[src/rtl/cb_group_scan_ctrl.sv]
// Drives the CB base-address generator group by group and streams row-start addresses.
// Optional CB_SCAN_PREFETCH_EN overlaps the next group's generator latency with the current burst.
module cb_group_scan_ctrl #(
  parameter  int CB_AW          = 17,
  parameter  int ROW_LEN        = 10,
  parameter  int AGD_LAT        = 4,
  parameter  int ROWS_PER_GROUP = 4,
  parameter  int ROW_STRIDE     = 4,
  localparam int RW             = $clog2(ROWS_PER_GROUP) + 1
) (
  input  logic               clk,
  input  logic               sys_rst,
  input  logic               start,
  input  logic               abort,
  input  logic [ROW_LEN-1:0] num_groups,
  output logic               agd_en,
  output logic [ROW_LEN-1:0] agd_group_cnt,
  input  logic [CB_AW-1:0]   agd_base_addr,
  output logic               addr_valid,
  input  logic               addr_ready,
  output logic [CB_AW-1:0]   addr,
  output logic [ROW_LEN-1:0] addr_group,
  output logic [RW-1:0]      addr_row,
  output logic               addr_last,
  output logic               busy,
  output logic               done
);
  localparam int LW = $clog2(AGD_LAT + 2);

  typedef enum logic [1:0] {IDLE, CALC, BURST, FIN} state_e;

  state_e             state_q;
  logic [ROW_LEN-1:0] ng_q, grp_q, agd_grp_q;
  logic [RW-1:0]      row_q;
  logic [LW-1:0]      lat_q;
  logic [CB_AW-1:0]   base_q;
  logic               agd_en_q, busy_q, done_q;

  logic               row_last, grp_last, lat_hit;
  logic [ROW_LEN-1:0] grp_nxt;

  assign row_last = (row_q == RW'(ROWS_PER_GROUP - 1));
  assign grp_last = (grp_q == ng_q - ROW_LEN'(1));
  assign lat_hit  = (lat_q == LW'(AGD_LAT));
  assign grp_nxt  = grp_q + ROW_LEN'(1);

`ifdef CB_SCAN_PREFETCH_EN
  logic             pf_run_q, pf_vld_q, pf_hit, nxt_last;
  logic [CB_AW-1:0] nxt_base_q;
  assign pf_hit   = pf_run_q && lat_hit;
  assign nxt_last = (grp_nxt == ng_q - ROW_LEN'(1));
`endif

  always_ff @(posedge clk) begin
    if (sys_rst) begin
      state_q   <= IDLE;
      ng_q      <= '0;
      grp_q     <= '0;
      agd_grp_q <= '0;
      row_q     <= '0;
      lat_q     <= '0;
      base_q    <= '0;
      agd_en_q  <= 1'b0;
      busy_q    <= 1'b0;
      done_q    <= 1'b0;
`ifdef CB_SCAN_PREFETCH_EN
      pf_run_q   <= 1'b0;
      pf_vld_q   <= 1'b0;
      nxt_base_q <= '0;
`endif
    end else begin
      done_q <= 1'b0;
      if (abort && state_q != IDLE) begin
        // cancel wins over any coincident handshake; no done for an aborted sweep
        state_q  <= IDLE;
        agd_en_q <= 1'b0;
        busy_q   <= 1'b0;
`ifdef CB_SCAN_PREFETCH_EN
        pf_run_q <= 1'b0;
        pf_vld_q <= 1'b0;
`endif
      end else begin
        unique case (state_q)
          IDLE: if (start && !abort) begin
            ng_q   <= num_groups;
            grp_q  <= '0;
            busy_q <= 1'b1;
            if (num_groups == '0) begin
              state_q <= FIN;
            end else begin
              state_q   <= CALC;
              agd_en_q  <= 1'b1;
              agd_grp_q <= '0;
              lat_q     <= '0;
            end
          end
          CALC: begin
            lat_q <= lat_q + LW'(1);
            if (lat_hit) begin
              base_q  <= agd_base_addr;
              row_q   <= '0;
              state_q <= BURST;
`ifdef CB_SCAN_PREFETCH_EN
              if (!grp_last) begin
                agd_grp_q <= grp_nxt;
                lat_q     <= '0;
                pf_run_q  <= 1'b1;
              end else begin
                agd_en_q <= 1'b0;
                pf_run_q <= 1'b0;
              end
`else
              agd_en_q <= 1'b0;
`endif
            end
          end
          BURST: begin
`ifdef CB_SCAN_PREFETCH_EN
            if (pf_run_q) lat_q <= lat_q + LW'(1);
            if (pf_hit) begin
              nxt_base_q <= agd_base_addr;
              pf_vld_q   <= 1'b1;
              pf_run_q   <= 1'b0;
              agd_en_q   <= 1'b0;
            end
`endif
            if (addr_ready) begin
              row_q <= row_q + RW'(1);
              if (row_last) begin
                if (grp_last) begin
                  state_q <= FIN;
                end else begin
                  grp_q <= grp_nxt;
`ifdef CB_SCAN_PREFETCH_EN
                  // later assignments here override the prefetch capture above
                  if (pf_vld_q || pf_hit) begin
                    base_q   <= pf_vld_q ? nxt_base_q : agd_base_addr;
                    row_q    <= '0;
                    pf_vld_q <= 1'b0;
                    if (!nxt_last) begin
                      agd_en_q  <= 1'b1;
                      agd_grp_q <= grp_nxt + ROW_LEN'(1);
                      lat_q     <= '0;
                      pf_run_q  <= 1'b1;
                    end else begin
                      agd_en_q <= 1'b0;
                      pf_run_q <= 1'b0;
                    end
                  end else begin
                    state_q <= CALC;
                  end
`else
                  state_q   <= CALC;
                  agd_en_q  <= 1'b1;
                  agd_grp_q <= grp_nxt;
                  lat_q     <= '0;
`endif
                end
              end
            end
          end
          FIN: begin
            done_q  <= 1'b1;
            busy_q  <= 1'b0;
            state_q <= IDLE;
          end
          default: state_q <= IDLE;
        endcase
      end
    end
  end

  assign agd_en        = agd_en_q;
  assign agd_group_cnt = agd_grp_q;
  assign addr_valid    = (state_q == BURST);
  assign addr          = base_q + CB_AW'(int'(row_q) * ROW_STRIDE);
  assign addr_group    = grp_q;
  assign addr_row      = row_q;
  assign addr_last     = (state_q == BURST) && row_last && grp_last;
  assign busy          = busy_q;
  assign done          = done_q;

endmodule

[config.mk]
export PLATFORM = sky130hd
export DESIGN_NAME = cb_group_scan_ctrl
export DESIGN_NICKNAME = d
export VERILOG_FILES = /design/src/rtl/cb_group_scan_ctrl.sv
export SDC_FILE = /design/constraint.sdc
export NUM_CORES = 1
export LEC_CHECK = 0
export CAP_MARGIN = 20
export CORE_MARGIN = 2
export CORE_UTILIZATION = 54
export DETAILED_ROUTE_END_ITERATION = 6
export PLACE_DENSITY = 0.91
export SETUP_SLACK_MARGIN = 0.5
export SLEW_MARGIN = 20
export SYNTH_ARGS = -nofsm -noshare
export SYNTH_HDL_FRONTEND = slang
export SYNTH_SLANG_ARGS = --single-unit
export TNS_END_PERCENT = 50
[constraint.sdc]
create_clock -name clk -period 6.1 [get_ports clk]
set_clock_uncertainty 0.15 [all_clocks]
set_input_delay 1.22 -clock clk [delete_from_list [all_inputs] [get_ports clk]]
set_output_delay 1.22 -clock clk [all_outputs]
set_load 0.01 [all_outputs]
==> reports/metrics.cfg, run 1 <==
[run_status]
run_status = finished clean

[synthesis]
netlist_instances = 404
ys_ff_latch = 58
syn_nets = 450
ys_types = 52
async_reset_ff_share_pct = 0
synth_warnings = 0
synth_compound_area_share_pct = 14.7
yosys.area_share.simple_pct = 25.2
ys_seq_area_share_pct = 35.6
syn_avg_cell_area_sq_um = 8.08
synth_edf_count = 0
syn_area_sq_um = 3270
synth_adder_area_share_pct = 5.59
muxShareOfSynthArea_pct = 5.52
synth_top_family_by_area = simple AND/OR/NAND/NOR gates
ys.flop_type = dfxtp_1
synth_xor_area_share_pct = 8.05

[power_and_ir_drop]
pwr-share-seq_pct = 37.2
clkPwrFrac_pct = 37.7
switching_power_mw = 0.340
combPwrFrac_pct = 25.1
p_leak_nw = 1.63
p_int_mw = 0.781
power.density_nw_per_um2 = 263
ir_drop_mv = 0.155
swShare_pct = 30.3

[clock_tree]
cts_tree = yes
clk_pin_slew_ns = 0.07
cts.sinks = 58
insertion_delay_ns = 0.34
htreeDepth = 3
postCtsResizedCells = 0
clock_path_buffers = 2
cts_hold_buf = 0
cts_root_buffer = clkbuf_8
cts_buffers = 9
postCtsSetupBuffers = 0

[floorplan]
rows = 28
dieArea_sq_um = 6690
fp.dieW_microns = 81.8
die_h_microns = 81.8
initial_core_util_pct = 55.5
core-area_sq_um = 5890
io_pins = 77

[drt]
postRouteAntennaNets = 0
drt_iter0_drc = 218
drt-total-wl_mm = 8.47
wire_per_inst_microns = 15.4
via_count = 3128
drc = 0
drtPass1Iterations = 5
via_per_inst = 5.69

[worst_hold_path]
hp-class = reg -> reg
min_path_cells = 2

[global_route]
grt_max_degree = 44
grt_pass1_wl_mm = 13.4
track_usage_pct = 25.6
gr-total-overflow = 0
antenna_found_initial = 0
grt_pass1_vias = 2970

[timing]
worst_slew_pin_slew_ns = 1.08
finalSetupViolations = 0
post-route-period-util_pct = 78.9
rsz0062_at_grt = no
min_period_ns = 4.81
finalMaxSlewViolations = 0
slew_headroom_pct = 27.8
max_freq_mhz = 208
finalHoldViolations = 0
finalSetupTns_ns = 0

[finish]
nNetsFinal = 516
postLayoutCoreUtil_pct = 72.5
n_antenna_cell = 0
mostFrequentLayoutCell = clkdlybuf4s50_1
layout_common_cells = clkdlybuf4s50_1, nand2_1, dfxtp_1
fillCellCount = 418
syn_to_final_growth_pct = 30.6
drive_above_1_share_pct = 5.26

[worst_setup_path]
rr_worst_depth = 9
worst_setup_path_end_kind = output pin
cp.required_ns = 4.73
arrival_ns = 3.44
cp_max_fo = 20
worstSetupPathType = reg -> out
crit_path_start_kind = register

[placed_design]
io_buffers = 76
gp_congestion = 0.875
place_hpwl_mm = 5.76

[run]
drv_cap = 0

## sequential cells by signal, indices dropped and copies added, names as in the netlist, 2 cells and up
register,flops
base_q,17
addr_row,3
lat_q,3
ng_q,10
addr_group,10
agd_group_cnt,10
state_q,2
## Yosys cell counts (all sizes together), types with 2 or more instances
library cell	n	area share, %
nor2	31	3.6
a21o	2	0.46
buf	7	1.6
nand2b	4	0.77
a21boi	3	0.69
o31ai	2	0.46
nand3b	3	0.69
dfxtp	58	36
nand2	68	8.5
nor4	3	1.0
mux2i	18	5.5
nand3	16	2.5
inv	16	1.8
nor3	11	1.7
nor2b	4	0.77
nor4b	2	0.54
or3	2	0.38
a31oi	3	0.57
and3	5	0.96
xnor2	21	5.6
ha	13	5.0
clkbuf	16	1.8
o21ai	18	2.8
or4	2	0.46
nand4	6	1.1
o211ai	11	2.5
a21oi	31	4.8
xor2	9	2.4
and2	4	0.77
## power groups by stage
stage / combinational [mW] / sequential [mW] / clock (mW)
final: 0.281 / 0.417 / 0.423
after CTS: 0.279 / 0.416 / 0.422
after global placement: 0.264 / 0.423 / 0
after floorplan: 0.195 / 0.423 / 0
after detailed placement: 0.272 / 0.424 / 0
after global routing: 0.306 / 0.419 / 0.442
## per-layer routing
| layer | share of wire, % | wire [microns] | GRT usage, % |
|---|---|---|---|
| met5 | 0 | 0 | 0 |
| met4 | 1.1 | 96 | 7.67 |
| met3 | 5.5 | 463 | 6.92 |
| met2 | 50 | 4270 | 43.6 |
| met1 | 43 | 3640 | 31.7 |
## worst max-delay path, stage by stage, from the launching register on
cell,delay [ns]
dfxtp_1,0.34
inv_1,0.09
ha_1,0.51
inv_1,0.25
a2111oi_0,0.33
and3b_1,0.20
o2111ai_1,0.14
nor4b_2,0.24
buf_4,0.28
and2_1,0.17
clkdlybuf4s50_1,0.54
## final timing paths
| check | from | endpoint | slack, ns |
|---|---|---|---|
| worst max-delay path | state_q[0] | addr_last | 1.29 |
| worst max register to register | state_q[0] | addr_group[9] | 2.84 |
| worst min-delay path | base_q[1] | base_q[1] | 0.31 |
| worst min register to register | base_q[1] | base_q[1] | 0.31 |
## area by class of cell
class                           count  area, sq um  area share, %
Inverter                           16         60.1           1.41
Tap cell                           75         93.8           2.20
Timing Repair Buffer               78          776           18.2
Clock buffer                       12          165           3.87
Sequential cell                    58         1160           27.2
Multi-Input combinational cell    307         1940           45.4
Clock inverter                      4         72.6           1.70
## cells by family after synthesis
group                    Yosys count
AND/OR/NAND/NOR                  166
buffers and inverters             39
AO/OA/AOI/OAI                     79
XOR/XNOR                          30
flip-flops                        58
multiplexers                      18
adder cells (fa/ha/maj)           14
## through the flow
| step | instance area, sq um | setup WS (ns) | std cells | power [mW] | hold WS, ns |
|---|---|---|---|---|---|
| global placement | 4030 | 1.89 | 534 | 0.686 | 0.291 |
| detailed placement | 4030 | 1.74 | 534 | 0.696 | 0.302 |
| CTS | 4270 | 1.34 | 550 | 1.12 | 0.311 |
| global route | 4270 | 1.02 | 550 | 1.17 | 0.332 |
| finish | 4270 | 1.29 | 550 | 1.12 | 0.312 |
| floorplan | 3270 | 2.42 | 404 | 0.618 | 0.287 |
(Power assumes the default switching activity.)
==> run 2: changes to the inputs <==
--- a/config.mk
+++ b/config.mk
@@ -7,9 +7,9 @@
 export LEC_CHECK = 0
 export CAP_MARGIN = 20
 export CORE_MARGIN = 2
-export CORE_UTILIZATION = 54
+export CORE_UTILIZATION = 50
 export DETAILED_ROUTE_END_ITERATION = 6
-export PLACE_DENSITY = 0.91
+export PLACE_DENSITY = 0.85
 export SETUP_SLACK_MARGIN = 0.5
 export SLEW_MARGIN = 20
 export SYNTH_ARGS = -nofsm -noshare
==> constraint.sdc (replaced) <==
create_clock -name clk -period 4.65 [get_ports clk]
set_clock_uncertainty 0.15 [all_clocks]
set_input_delay 0.93 -clock clk [delete_from_list [all_inputs] [get_ports clk]]
set_output_delay 0.93 -clock clk [all_outputs]
set_load 0.01 [all_outputs]
==> run 2 against run 1 <==
Effect of this change: setup slack worse by 0.51 ns; critical path depth is 1 lower; utilization decreased by 5.4 points; die area up 7.6%; first-iteration DRC count shrank 28%; register-to-register slack worse by 1.2 ns; routed wire length fell by 0.65%; via count decreased by 1.1%; sequential share of layout area up 0.17 points; clock power up 14%.
==> reports/metrics.cfg, run 2 (synthesis gave the netlist of run 1 again) <==
[timing]
max_freq_mhz = 258
rsz0062_at_grt = no
finalHoldViolations = 0  ; unchanged
finalSetupTns_ns = 0  ; unchanged
finalSetupViolations = 0  ; unchanged
hold_ws_ns = 0.304  ; -0.00793 ns
finalMaxSlewViolations = 0  ; unchanged
min_period_ns = 3.87
post-route-period-util_pct = 83.3
worst_slew_pin_slew_ns = 0.672  ; -0.406 ns
slew_headroom_pct = 55.0  ; +27 points
fin_ws_ns = 0.778  ; -0.510 ns

[floorplan]
fp.dieW_microns = 84.8  ; +3.7%
initial_core_util_pct = 51.4  ; -4.1 points
io_pins = 77  ; unchanged
rows = 29  ; +3.6%
core-area_sq_um = 6350  ; +7.9%
dieArea_sq_um = 7190  ; +7.6%
die_h_microns = 84.8  ; +3.7%

[finish]
layout_common_cells = clkdlybuf4s50_1, nand2_1, dfxtp_1
mostFrequentLayoutCell = clkdlybuf4s50_1
n_antenna_cell = 0  ; unchanged
largest_register = base_q
nNetsFinal = 516  ; unchanged
drive_above_1_share_pct = 5.70  ; +0.43 points
fillCellCount = 494  ; +18%
largest_reg_flops = 17  ; unchanged
syn_to_final_growth_pct = 30.4

[global_route]
grt_pass1_vias = 3068  ; +3.3%
track_usage_pct = 24.5  ; -1.2 points
grt_max_degree = 44  ; unchanged
gr-total-overflow = 0  ; unchanged
grt_pass1_wl_mm = 14.3  ; +6.7%
antenna_found_initial = 0  ; unchanged

[drt]
drt_iter0_drc = 158  ; -28%
drc = 0  ; unchanged
wire_per_inst_microns = 15.3  ; -0.83%
drtPass1Iterations = 5  ; unchanged
postRouteAntennaNets = 0  ; unchanged
via_per_inst = 5.62  ; -1.2%
via_count = 3095  ; -1.1%
drt-total-wl_mm = 8.41  ; -0.65%

[power_and_ir_drop]
p_int_mw = 0.973  ; +25%
swShare_pct = 30.7  ; +0.35 points
ir_drop_mv = 0.241  ; +55%
power.density_nw_per_um2 = 330  ; +25%
clkPwrFrac_pct = 34.2  ; -3.5 points
p_leak_nw = 1.63  ; +0.42%
switching_power_mw = 0.431  ; +27%
combPwrFrac_pct = 26.7  ; +1.6 points
pwr-share-seq_pct = 39.1  ; +1.9 points

[clock_tree]
cts_root_buffer = clkbuf_8
cts_buffers = 9  ; unchanged
postCtsSetupBuffers = 0  ; unchanged
cts.sinks = 58  ; unchanged
clk_pin_slew_ns = 0.06  ; about the same
cts_hold_buf = 0  ; unchanged
cts_tree = yes
clock_path_buffers = 2  ; unchanged
htreeDepth = 3  ; unchanged
insertion_delay_ns = 0.33  ; about the same

[worst_setup_path]
reg2reg_slack_ns = 1.65  ; -1.19 ns
rr_startpoint = ng_q[0]
crit_top_cell = inv_1
cp-startpoint = addr_row[0]
worst_setup_path_end_kind = output pin
worstSetupPathType = reg -> out
crit_path_start_kind = register
cp.required_ns = 3.57  ; -1.16 ns
rr_worst_depth = 9  ; unchanged
arrival_ns = 2.79  ; -0.65 ns
r2r_end = addr_group[9]
cp_cell_sequence = ha_1, inv_1, fa_1, inv_1, a21o_1, nor2b_1, nand3_1, xnor2_1, clkdlybuf4s50_1
crit_path_top_delay_cell = clkdlybuf4s50_1
cp_max_fo = 5  ; -75%
cp_slowest_stage_delay_ns = 0.55  ; about the same

[placed_design]
gp_congestion = 0.910  ; +4.0%
place_ws_ns = 0.732  ; -1.01 ns
place_hpwl_mm = 6.09  ; +5.8%
io_buffers = 76  ; unchanged

[worst_hold_path]
min_path_cells = 2  ; unchanged
hp-class = reg -> reg
hold_end = base_q[0]
min-delay-start = base_q[0]

[run_status]
run_status = finished clean

[run]
drv_cap = 0  ; unchanged

-- run 2: per-layer routing --
metal | routed length [microns] | vias up | global-route usage, %
li1 | - | 1519 | -
met1 | 3620 | 1458 | 30.1
met2 | 4200 | 99 | 40.9
met3 | 372 | 19 | 4.57
met4 | 221 | 0 | 12.4
met5 | 0 | - | 0
-- run 2: power by group through the flow --
stage | registers, mW | logic (mW) | clock network (mW)
floorplan | 0.555 | 0.256 | 0
global placement | 0.555 | 0.348 | 0
detailed placement | 0.558 | 0.361 | 0
CTS | 0.547 | 0.364 | 0.485
global route | 0.552 | 0.414 | 0.508
finish | 0.549 | 0.374 | 0.481
-- run 2: worst max-delay path by stage --
stage / slack (ns) / to / cells past startpoint
2_1_floorplan: 1.26 / addr_last / 10
3_3_place_gp: 0.90 / addr_last / 9
3_5_place_dp: 0.73 / addr_last / 9
4_1_cts: 0.57 / addr_last / 9
5_1_grt: 0.57 / addr[16] / 9
6_report: 0.78 / addr[14] / 9
-- run 2: timing repair --
| action | CTS | global route |
|---|---|---|
| endpoints found under the hold margin | 0 | 0 |
| resized for setup | 2 | 5 |
| pin swaps | 0 | 1 |
| setup endpoints to repair | 1 | 1 |
-- run 2: metrics by stage --
| stage | total power, mW | utilization [%] | cell area (sq um) | instances |
|---|---|---|---|---|
| floorplan | 0.810 | - | 3270 | 404 |
| global placement | 0.903 | 63.5 | 4030 | 536 |
| detailed placement | 0.919 | 63.5 | 4030 | 536 |
| CTS | 1.40 | 66.7 | 4240 | 551 |
| global route | 1.47 | 67.1 | 4260 | 551 |
| finish | 1.40 | 67.1 | 4260 | 551 |
-- run 2: final cells by class --
| type | instances | area, sq um | share of cell area, % |
|---|---|---|---|
| clock inverter | 2 | 35.0 | 0.823 |
| clock buffer | 13 | 169 | 3.97 |
| inverter | 16 | 60.1 | 1.41 |
| multi-input combinational | 307 | 1950 | 45.9 |
| sequential | 58 | 1170 | 27.4 |
| tap | 77 | 96.3 | 2.26 |
| timing repair buffer | 78 | 778 | 18.3 |
-- run 2: critical path, delay by kind of cell, from the launching register on --
kind	cells	cell delay (ns)
AOI/OAI and AO/OA	1	0.17
xor gates and xnor gates	1	0.15
DFF	1	0.41
and+or+nand+nor	2	0.46
buffers and inverters	3	0.69
adders and majority gates	2	0.59
==> run 3: changes to the inputs <==
==> constraint.sdc (replaced) <==
create_clock -name clk -period 3.61 [get_ports clk]
set_clock_uncertainty 0.15 [all_clocks]
set_input_delay 0.722 -clock clk [delete_from_list [all_inputs] [get_ports clk]]
set_output_delay 0.722 -clock clk [all_outputs]
set_load 0.01 [all_outputs]
==> run 3 against run 2 <==
Effect of this change: setup slack lost 0.39 ns; cell count grew 1.3%; final area grew 2.3%; non-clock buffer count grew 6; clock power grew 16%; power grew 27%; global-route usage shrank 0.48 points; highest routed layer unchanged; register-to-register slack lost 0.81 ns; largest power group unchanged; hold slack gained 0.00076 ns; first-iteration DRC count grew 22%; routed wire length grew 1.2%; critical path depth is the same; critical endpoint is now addr_last.
==> reports/metrics.cfg, run 3 (synthesis gave the netlist of run 1 again) <==
[global_route]
antenna_found_initial = 0  ; unchanged
gr-total-overflow = 0  ; unchanged
grt_pass1_vias = 3054  ; -0.46%
track_usage_pct = 24.0  ; -0.48 points
grt_max_degree = 31  ; -30%
grt_pass1_wl_mm = 14.1  ; -1.7%

[worst_setup_path]
arrival_ns = 2.35  ; -0.44 ns
rr_worst_depth = 9  ; unchanged
crit_path_top_delay_cell = nor4_4
r2r_end = addr_group[0]
cp_slowest_stage_delay_ns = 0.34  ; -0.21 ns
worst_setup_path_end_kind = output pin
worstSetupPathType = reg -> out
cp_max_fo = 5  ; unchanged
crit_path_start_kind = register
crit_buf_inv = 3  ; unchanged
reg2reg_slack_ns = 0.84  ; -0.81 ns
critPathTopFamily = simple AND/OR/NAND/NOR gates
cp.required_ns = 2.74  ; -0.83 ns
cp_cell_sequence = buf_6, nor4_4, buf_4, nand3_2, o22ai_2, a311oi_2, nor4b_2, and2_1, buf_2
rr_startpoint = ng_q[0]

[clock_tree]
insertion_delay_ns = 0.34  ; about the same
clock_path_buffers = 2  ; unchanged
htreeDepth = 3  ; unchanged
clk_pin_slew_ns = 0.06  ; about the same
cts_tree = yes
cts_buffers = 9  ; unchanged
cts_root_buffer = clkbuf_8
cts.sinks = 58  ; unchanged

[finish]
largest_register = base_q
layout_common_cells = clkdlybuf4s50_1, nand2_1, dfxtp_1
mostFrequentLayoutCell = clkdlybuf4s50_1
syn_to_final_growth_pct = 33.4
nNetsFinal = 522  ; +1.2%
postLayoutCoreUtil_pct = 68.6  ; +1.6 points
drive_above_1_share_pct = 10.6  ; +4.9 points
largest_reg_flops = 17  ; unchanged
n_antenna_cell = 0  ; unchanged

[timing]
rsz0062_at_grt = yes
post-route-period-util_pct = 89.3
finalSetupViolations = 0  ; unchanged
worst_slew_pin_slew_ns = 0.700  ; +0.0276 ns
finalMaxSlewViolations = 0  ; unchanged
slew_headroom_pct = 53.3  ; -1.8 points
max_freq_mhz = 310
hold_ws_ns = 0.304  ; +0.000759 ns
min_period_ns = 3.22
finalSetupTns_ns = 0  ; unchanged
finalHoldViolations = 0  ; unchanged

[drt]
postRouteAntennaNets = 0  ; unchanged
wire_per_inst_microns = 15.3  ; -0.10%
via_per_inst = 5.72  ; +1.8%
via_count = 3190  ; +3.1%
drtPass1Iterations = 4  ; -1
drt_iter0_drc = 193  ; +22%
drc = 0  ; unchanged
drt-total-wl_mm = 8.51  ; +1.2%

[floorplan]
die_h_microns = 84.8  ; unchanged
fp.dieW_microns = 84.8  ; unchanged
initial_core_util_pct = 51.4  ; unchanged
core-area_sq_um = 6350  ; unchanged
rows = 29  ; unchanged
dieArea_sq_um = 7190  ; unchanged
io_pins = 77  ; unchanged

[worst_hold_path]
min-delay-start = base_q[0]
min_path_cells = 2  ; unchanged
hp-class = reg -> reg
hold_end = base_q[0]

[placed_design]
place_hpwl_mm = 5.90  ; -3.2%
gp_congestion = 0.948  ; +4.2%
io_buffers = 76  ; unchanged

[run_status]
run_status = finished clean

[power_and_ir_drop]
ir_drop_mv = 0.251  ; +4.2%
power.density_nw_per_um2 = 410  ; +24%
p_leak_nw = 1.71  ; +4.6%

[run]
drv_cap = 0  ; unchanged

-- run 3: cell count changes in the layout (fill, tap and decap cells not counted), sizes merged --
cell | previous run | this run
clkdlybuf4s50 | 75 | 67
buf | 2 | 9
dlygate4sd2 | 0 | 4
clkbuf | 13 | 15
bufinv | 1 | 0
clkdlybuf4s15 | 0 | 1
clkinv | 1 | 2
dlymetal6s2s | 1 | 2
-- run 3: layout make-up --
class	count	area [sq um]
clock inverters	2	10.0
inverters	16	60.1
multi-input cells	307	2030
flip-flops and latches	58	1170
clock buffers	14	173
well taps	77	96.3
fillers	489	1990
repair buffers	84	816
-- run 3: power breakdown --
part           internal, mW  leakage, nW  total [mW]  switching, mW
registers             0.671        0.472       0.705         0.0346
clock network         0.304       0.0965       0.558          0.254
logic                 0.229         1.14       0.521          0.291
total                  1.20         1.71        1.78          0.580
-- run 3: worst max-delay path by stage --
stage | from | to | depth (start not counted)
6_report | ng_q[0] | addr_last | 9
3_3_place_gp | ng_q[1] | addr_last | 9
5_1_grt | ng_q[1] | addr_last | 9
4_1_cts | state_q[0] | addr_last | 9
2_1_floorplan | ng_q[0] | addr_last | 10
3_5_place_dp | ng_q[1] | addr_last | 9
-- run 3: through the flow --
step,total power [mW],worst slack (ns),cell area (sq um),std cells
4_1_cts,1.77,0.278,4320,556
6_report,1.78,0.388,4360,558
3_3_place_gp,1.17,0.228,4050,539
2_1_floorplan,1.05,0.508,3270,404
3_5_place_dp,1.19,0.145,4050,539
5_1_grt,1.87,0.303,4360,558
-- run 3: routing by layer --
layer / GRT usage (%) / up-vias / routed length, microns
met3: 5.64 / 17 / 552
met1: 30.2 / 1517 / 3550
met4: 9.24 / 0 / 165
met5: 0 / - / 0
met2: 39.9 / 108 / 4240
li1: - / 1548 / -
-- run 3: repair_timing --
item	4_1_cts	5_1_grt
pin swaps	7	7
hold endpoints to repair	0	0
setup buffers	1	2
hold buffers	0	0
endpoints found under the setup margin	29	9
gates resized for setup	28	13
-- run 3: tightest hold or removal path, cell delays in order, from the launching register on --
cell	delay (ns)
dfxtp_1	0.31
nand2_1	0.05
a21oi_1	0.05
